===== src/rtl/sea_byte_loader_pkg.sv =====
// Shared types and defaults for the SEA byte-serial loader.
package sea_byte_loader_pkg;

  localparam int unsigned HALF_W_DEF = 48;

  typedef enum logic [2:0] {
    ST_LD_K  = 3'd0,
    ST_LD_L  = 3'd1,
    ST_LD_R  = 3'd2,
    ST_ISSUE = 3'd3,
    ST_WAIT  = 3'd4,
    ST_TX_L  = 3'd5,
    ST_TX_R  = 3'd6
  } state_t;

  function automatic logic is_load(input state_t s);
    return (s == ST_LD_K) || (s == ST_LD_L) || (s == ST_LD_R);
  endfunction

  function automatic logic is_tx(input state_t s);
    return (s == ST_TX_L) || (s == ST_TX_R);
  endfunction

endpackage


===== src/rtl/sea_byte_shreg.sv =====
// W-bit left-shift register: parallel load wins over byte shift-in at the bottom.
module sea_byte_shreg #(
  parameter int unsigned W = 48
) (
  input  logic         clk,
  input  logic         rst,
  input  logic         load,
  input  logic [W-1:0] load_val,
  input  logic         shift,
  input  logic [7:0]   sin,
  output logic [W-1:0] q
);

  always_ff @(posedge clk or posedge rst) begin
    if (rst) begin
      q <= '0;
    end else if (load) begin
      q <= load_val;
    end else if (shift) begin
      q <= {q[W-9:0], sin};
    end
  end

endmodule


===== src/rtl/sea_byte_loader.sv =====
// Byte-serial front end for the SEA core: loads key/left/right from a byte stream,
// issues them over valid/ready, and streams the captured result back out.
module sea_byte_loader
  import sea_byte_loader_pkg::*;
#(
  parameter int unsigned HALF_W = HALF_W_DEF
) (
  input  logic              clk,
  input  logic              rst,
  input  logic [7:0]        din,
  input  logic              din_valid,
  output logic              din_ready,
  output logic [HALF_W-1:0] core_ki,
  output logic [HALF_W-1:0] core_li,
  output logic [HALF_W-1:0] core_ri,
  output logic              core_valid,
  input  logic              core_ready,
  input  logic              res_valid,
  input  logic [HALF_W-1:0] res_li,
  input  logic [HALF_W-1:0] res_ri,
  output logic [7:0]        dout,
  output logic              dout_valid,
  input  logic              dout_ready,
  output logic              busy
);

  localparam int unsigned NB    = HALF_W / 8;
  localparam int unsigned CNT_W = $clog2(NB);
  localparam int unsigned OUT_W = 2 * HALF_W;

  state_t           state;
  logic [CNT_W-1:0] byte_cnt;
  logic [OUT_W-1:0] out_q;
  logic             last_byte;
  logic             in_xfer;
  logic             out_xfer;
  logic             res_load;

  // Handshake flags are pure decodes of the registered state.
  assign din_ready  = !rst && is_load(state);
  assign core_valid = (state == ST_ISSUE);
  assign dout_valid = is_tx(state);
  assign busy       = !((state == ST_LD_K) && (byte_cnt == '0));
  assign dout       = out_q[OUT_W-1 -: 8];

  assign last_byte = (byte_cnt == CNT_W'(NB - 1));
  assign in_xfer   = din_valid && din_ready;
  assign out_xfer  = dout_valid && dout_ready;
  assign res_load  = (state == ST_WAIT) && res_valid;

  sea_byte_shreg #(.W(HALF_W)) u_ki (
    .clk      (clk),
    .rst      (rst),
    .load     (1'b0),
    .load_val ('0),
    .shift    (in_xfer && (state == ST_LD_K)),
    .sin      (din),
    .q        (core_ki)
  );

  sea_byte_shreg #(.W(HALF_W)) u_li (
    .clk      (clk),
    .rst      (rst),
    .load     (1'b0),
    .load_val ('0),
    .shift    (in_xfer && (state == ST_LD_L)),
    .sin      (din),
    .q        (core_li)
  );

  sea_byte_shreg #(.W(HALF_W)) u_ri (
    .clk      (clk),
    .rst      (rst),
    .load     (1'b0),
    .load_val ('0),
    .shift    (in_xfer && (state == ST_LD_R)),
    .sin      (din),
    .q        (core_ri)
  );

  // Result register: zero fill behind the shifted-out bytes leaves it cleared after TX.
  sea_byte_shreg #(.W(OUT_W)) u_out (
    .clk      (clk),
    .rst      (rst),
    .load     (res_load),
    .load_val ({res_li, res_ri}),
    .shift    (out_xfer),
    .sin      (8'h00),
    .q        (out_q)
  );

  always_ff @(posedge clk or posedge rst) begin
    if (rst) begin
      state    <= ST_LD_K;
      byte_cnt <= '0;
    end else begin
      case (state)
        ST_LD_K, ST_LD_L, ST_LD_R: begin
          if (in_xfer) begin
            if (last_byte) begin
              byte_cnt <= '0;
              state    <= (state == ST_LD_K) ? ST_LD_L :
                          (state == ST_LD_L) ? ST_LD_R : ST_ISSUE;
            end else begin
              byte_cnt <= byte_cnt + CNT_W'(1);
            end
          end
        end
        ST_ISSUE: begin
          if (core_ready) state <= ST_WAIT;
        end
        ST_WAIT: begin
          if (res_valid) state <= ST_TX_L;
        end
        ST_TX_L, ST_TX_R: begin
          if (out_xfer) begin
            if (last_byte) begin
              byte_cnt <= '0;
              state    <= (state == ST_TX_L) ? ST_TX_R : ST_LD_K;
            end else begin
              byte_cnt <= byte_cnt + CNT_W'(1);
            end
          end
        end
        default: begin
          state    <= ST_LD_K;
          byte_cnt <= '0;
        end
      endcase
    end
  end

endmodule


===== config.mk =====
export PLATFORM = sky130hd
export DESIGN_NAME = sea_byte_loader
export DESIGN_NICKNAME = d
export VERILOG_FILES = /design/src/rtl/sea_byte_loader_pkg.sv /design/src/rtl/sea_byte_shreg.sv /design/src/rtl/sea_byte_loader.sv
export SDC_FILE = /design/constraint.sdc
export NUM_CORES = 1
export LEC_CHECK = 0
export ABC_CLOCK_PERIOD_IN_PS = 10750
export BUFFER_PORTS_ARGS = -buffer_cell sky130_fd_sc_hd__buf_2
export CORE_MARGIN = 5
export CORE_UTILIZATION = 35
export CTS_CLUSTER_SIZE = 8
export DETAILED_ROUTE_END_ITERATION = 10
export MAX_ROUTING_LAYER = met4
export PLACE_DENSITY = 0.54
export SLEW_MARGIN = 20
export SYNTH_ARGS = -nofsm -noshare
export SYNTH_HDL_FRONTEND = slang
export SYNTH_HIERARCHICAL = 1
export SYNTH_SLANG_ARGS = --single-unit

===== constraint.sdc =====
create_clock -name clk -period 10.75 [get_ports clk]
set_clock_uncertainty 0.15 [all_clocks]
set_input_delay 3.225 -clock clk [delete_from_list [all_inputs] [get_ports clk]]
set_output_delay 3.225 -clock clk [all_outputs]
set_load 0.05 [all_outputs]

**After elaboration in Yosys (flattened, before gate mapping)**

Index checks and enable logic that the tools add are counted.

- Add/subtract/negate cells: 1
- Multiplexer cells: 16
- Bitwise operators: 1
- Eq/ne operators: 13
- Reductions and logical operators: 21

Operator list:

| kind | number |
|---|---|
| 2-to-1 mux 96 bit | 2 |
| 2-to-1 mux 3 bit | 10 |
| == test 3 bit (second input constant) | 4 |
| one-hot mux 3 bit (4 select lines) | 1 |
| inequality test 2 bit (second input constant) | 5 |
| one-hot mux 3 bit (3 select lines) | 1 |
| logical AND 1 bit | 8 |
| == test 3 x 2 -> 1 bit (second input constant) | 2 |
| zero test 3 bit | 2 |
| AND reduction 6 bit | 1 |
| OR reduction 2 bit | 2 |
| adder 3 x 1 -> 3 bit (second input constant) | 1 |
| == test 3 x 1 -> 1 bit (second input constant) | 1 |
| logical OR 1 bit | 3 |
| AND reduction 3 bit | 1 |
| OR reduction 3 bit | 1 |
| zero test 1 bit | 2 |
| 2-to-1 mux 2 bit | 1 |
| inequality test 2 x 1 -> 1 bit (second input constant) | 1 |
| nonzero test 2 bit | 1 |
| 2-to-1 mux 1 bit | 1 |
| inverter 1 bit | 1 |

- Input port bits: 110
- Bits in registers: 246

**Longest topological paths before layout**

- Depth after elaboration: 7
- Gate-level depth with buffers: 9

**Cells and area by module**

The synthesis kept the hierarchy.

By module, submodules not included:

| module | times used | area an instance (µm²) | cells each | sequential area each (µm²) |
|---|---|---|---|---|
| sea_byte_shreg (u_ki ...) | 3 | 2,243.4 | 209 | 1,201.2 |
| sea_byte_shreg (u_out) | 1 | 4,429.2 | 417 | 2,402.3 |
| sea_byte_loader | 1 | 488.0 | 56 | 150.1 |

**Least setup slack after synthesis**

No wires, ideal clock.

- Path type: input to output
- Start: in rst
- End: out din_ready
- Buffers on the path: 0
- Path slack: 3.433 ns
- Stages: 1
- Data required time: 7.375 ns
- Arrival: 3.942 ns
- Cells stage by stage: a211oi_2

- Longest elaborated chain between the ends: 2

RTL lines:

| what | line | text |
|---|---|---|
| from (decl) | sea_byte_loader.sv:9 | `input logic rst,` |
| zero test 1 bit (no source line) | -- |  |
| logical AND 1 bit | sea_byte_loader.sv:40 | `assign din_ready = !rst && is_load(state);` |
| to (decl) | sea_byte_loader.sv:12 | `output logic din_ready,` |

No other way between the ends.

**Worst setup path in the final report**

Same ends and word-level chain as after synthesis.

==> impl_metrics.py <==
metrics = {
    "timing": {
        "rsz0062_at_grt": "false",
        "final.period_utilization_pct": 68.2,
        "tns_ns": 0,
        "slew_violations": 0,
        "max_freq_ghz": 0.136,
        "fin_crit_ns": 7.34,
        "worst_slew_pin_slew_ns": 1.11,
        "finalHoldViolations": 0,
        "fin_ws_ns": 3.41,
        "relSlewSlack_pct": 26.3,
        "finalSetupViolCount": 0,
    },
    "clock_network": {
        "cts.sinks": 246,
        "cts_tree": "built",
        "clk_latency_ns": 0.50,
        "cts_resized": 0,
        "cts_setup_buffers": 0,
        "cts-root-buf": "clkbuf_16",
        "clockBufferDepth": 3,
        "path_clk_slew_ns": 0.05,
        "hold_buffers": 0,
        "htree_levels": 2,
        "cts_buffers": 36,
    },
    "job": {
        "drv_cap": 0,
    },
    "synth": {
        "synth_ff_type": "dfrtp_1",
        "synth.top_cell.area_share_pct": 52.9,
        "synthArstFlopShare_pct": 100,
        "synth.yosys.warnings": 6,
        "synth-edff-count": 0,
        "synthTopCellsByArea": "dfrtp_1 (53%), mux2i_1 (21%), nand2_1 (7.9%), o21ai_0 (6.1%), o21ai_1 (4.3%)",
        "synth-seq-cells": 246,
        "synth.distinct_cells": 37,
        "syn-cell-area_um2": 11600,
        "seq_area_frac_synth_pct": 52.9,
        "syn_avg_cell_area_um2": 10.6,
        "syn_inst": 1100,
        "yosysTopAreaCell": "dfrtp_1",
    },
    "power_and_ir_drop": {
        "irDropWorstVdd_v": 0.000122,
        "power_mw": 3.23,
        "power.leakage_nw": 6.30,
        "power_density_nw_per_um2": 222,
    },
    "die": {
        "io_pins": 266,
        "die_area_um2": 37000,
        "die-height_um": 192,
        "die_w_um": 192,
        "start_util_pct": 35.6,
        "rows": 66,
        "coreArea_um2": 32700,
    },
    "placement": {
        "pre_cts_ws_ns": 3.41,
        "place.detailed.hpwl_mm": 21.8,
        "placed_cell_area_um2": 13600,
        "numPortBuffers": 265,
        "place_congestion": 0.751,
    },
    "worst_hold_path": {
        "worstHoldPathCells": 2,
        "hold_path.class": "reg2reg",
        "whs_endpoint": "u_out/q[45]",
        "holdCritStartpoint": "u_out/q[45]",
    },
    "worst_setup_path": {
        "slowest_delay_ns": 0.34,
        "cp.required_ns": 7.38,
        "endpoint_kind": "primary output",
        "worst_path_max_delay_cell": "buf_2",
        "reg2regPathDepth": 6,
        "arrival_ns": 3.96,
        "cp_max_fo": 8,
        "worst_path_most_repeated_cell": "buf_2",
        "r2r_slack_ns": 7.37,
        "reg2reg_from": "state[0]",
        "criticalPathCategory": "in2out",
        "rr_endpoint": "u_out/q[44]",
        "crit_path_start_kind": "primary input",
        "crit_chain": "buf_2 -> a211oi_2 -> buf_2",
    },
    "routing": {
        "postRouteAntennaNets": 0,
        "routed_wl_mm": 32.1,
        "firstDrtPassIters": 4,
        "wl_per_cell_um": 16.5,
        "vias": 8886,
        "via_per_inst": 4.58,
        "drc": 0,
        "drtIter0Drc": 425,
    },
    "global_route": {
        "top_usage_layer": "met2",
        "met3_usage_pct": 3.71,
        "grt_util_met2_pct": 26.3,
        "grt_max_degree": 130,
        "grt_remaining_overflow": 0,
        "antenna_found_initial": 1,
        "grt_util_met1_pct": 24.3,
        "grt_pass1_vias": 8868,
        "gr-usage-all-layers_pct": 17.4,
        "grt_pass1_wl_mm": 50.4,
    },
    "layout": {
        "final_cell_mix": "buf_2 (265), dfrtp_1 (246), nand2_1 (245)",
        "final_common_cell": "buf_2",
        "final_core_util_pct": 44.5,
        "nets": 1606,
        "syn2layout_area_growth_pct": 24.9,
        "fill_cells": 3240,
        "design_area_um2": 14500,
        "drive_gt1_share_pct": 21.8,
    },
    "run_status": {
        "status": "completed",
    },
}
## registers in the layout (all words and copies together) (netlist names)
name and cells:
byte_cnt 3, state 3, u_ki/q 48, u_li/q 48
u_out/q 96, u_ri/q 48
## kinds of logic after synthesis
kind of cell	count (synthesis)	share of synthesized area, %
compound gates	260	11.7
buf+inv	89	5.81
flops	246	52.9
simple gates	263	8.84
other cells	1	0.0322
mux	240	20.6
fa+ha+maj	1	0.0967
## layer usage
layer	share of wire, %	up-vias
met5	0	-
met4	1.6	0
met3	6.1	44
met2	45	226
met1	47	4194
li1	-	4422
## final cells by class
class / count / area (um2) / share of cell area (%)
Clock inverter: 2 / 17.5 / 0.120
Tap cell: 442 / 553 / 3.80
Multi-Input combinational cell: 934 / 5470 / 37.6
Clock buffer: 39 / 933 / 6.42
Antenna cell: 1 / 2.50 / 0.0172
Sequential cell: 246 / 6160 / 42.3
Timing Repair Buffer: 272 / 1380 / 9.51
Inverter: 6 / 28.8 / 0.198
## worst max-delay path by stage
stage	startpoint	to	slack, ns	cells past startpoint
2_1_floorplan	rst	din_ready	3.43	1
3_3_place_gp	rst	din_ready	3.42	3
3_5_place_dp	rst	din_ready	3.41	3
4_1_cts	rst	din_ready	3.40	3
5_1_grt	rst	din_ready	3.36	3
6_report	rst	din_ready	3.41	3
## report_power, final
| group | switching, mW | internal (mW) |
|---|---|---|
| Combinational | 0.613 | 0.304 |
| Sequential | 0.166 | 1.15 |
| Clock | 0.385 | 0.607 |
| Total | 1.16 | 2.06 |
## synth_stat cells (2+ instances only)
cell type / count
a21oi_1: 2
o31ai_1: 2
o21ai_1: 101
buf_12: 13
nor3b_1: 2
nand2b_1: 3
buf_4: 8
o211ai_1: 2
dfrtp_1: 246
buf_6: 9
a211oi_2: 2
clkbuf_1: 34
buf_2: 18
mux2i_1: 240
nor2_1: 5
o21ai_0: 141
nor2b_1: 2
inv_1: 6
nand2_1: 245
a22o_1: 2
## worst max-delay path, delay by kind of cell
family | cells | cell delay [ns]
AOI/OAI and AO/OA | 1 | 0.21
buffers and inverters | 2 | 0.52
## metrics by stage
stage          hold slack, ns  std cells
6_report                0.398       1942
5_1_grt                 0.428       1942
4_1_cts                 0.404       1941
3_5_place_dp            0.393       1900
3_3_place_gp            0.388       1900
2_1_floorplan           0.365       1269
Power figures use the tool's default switching activity.
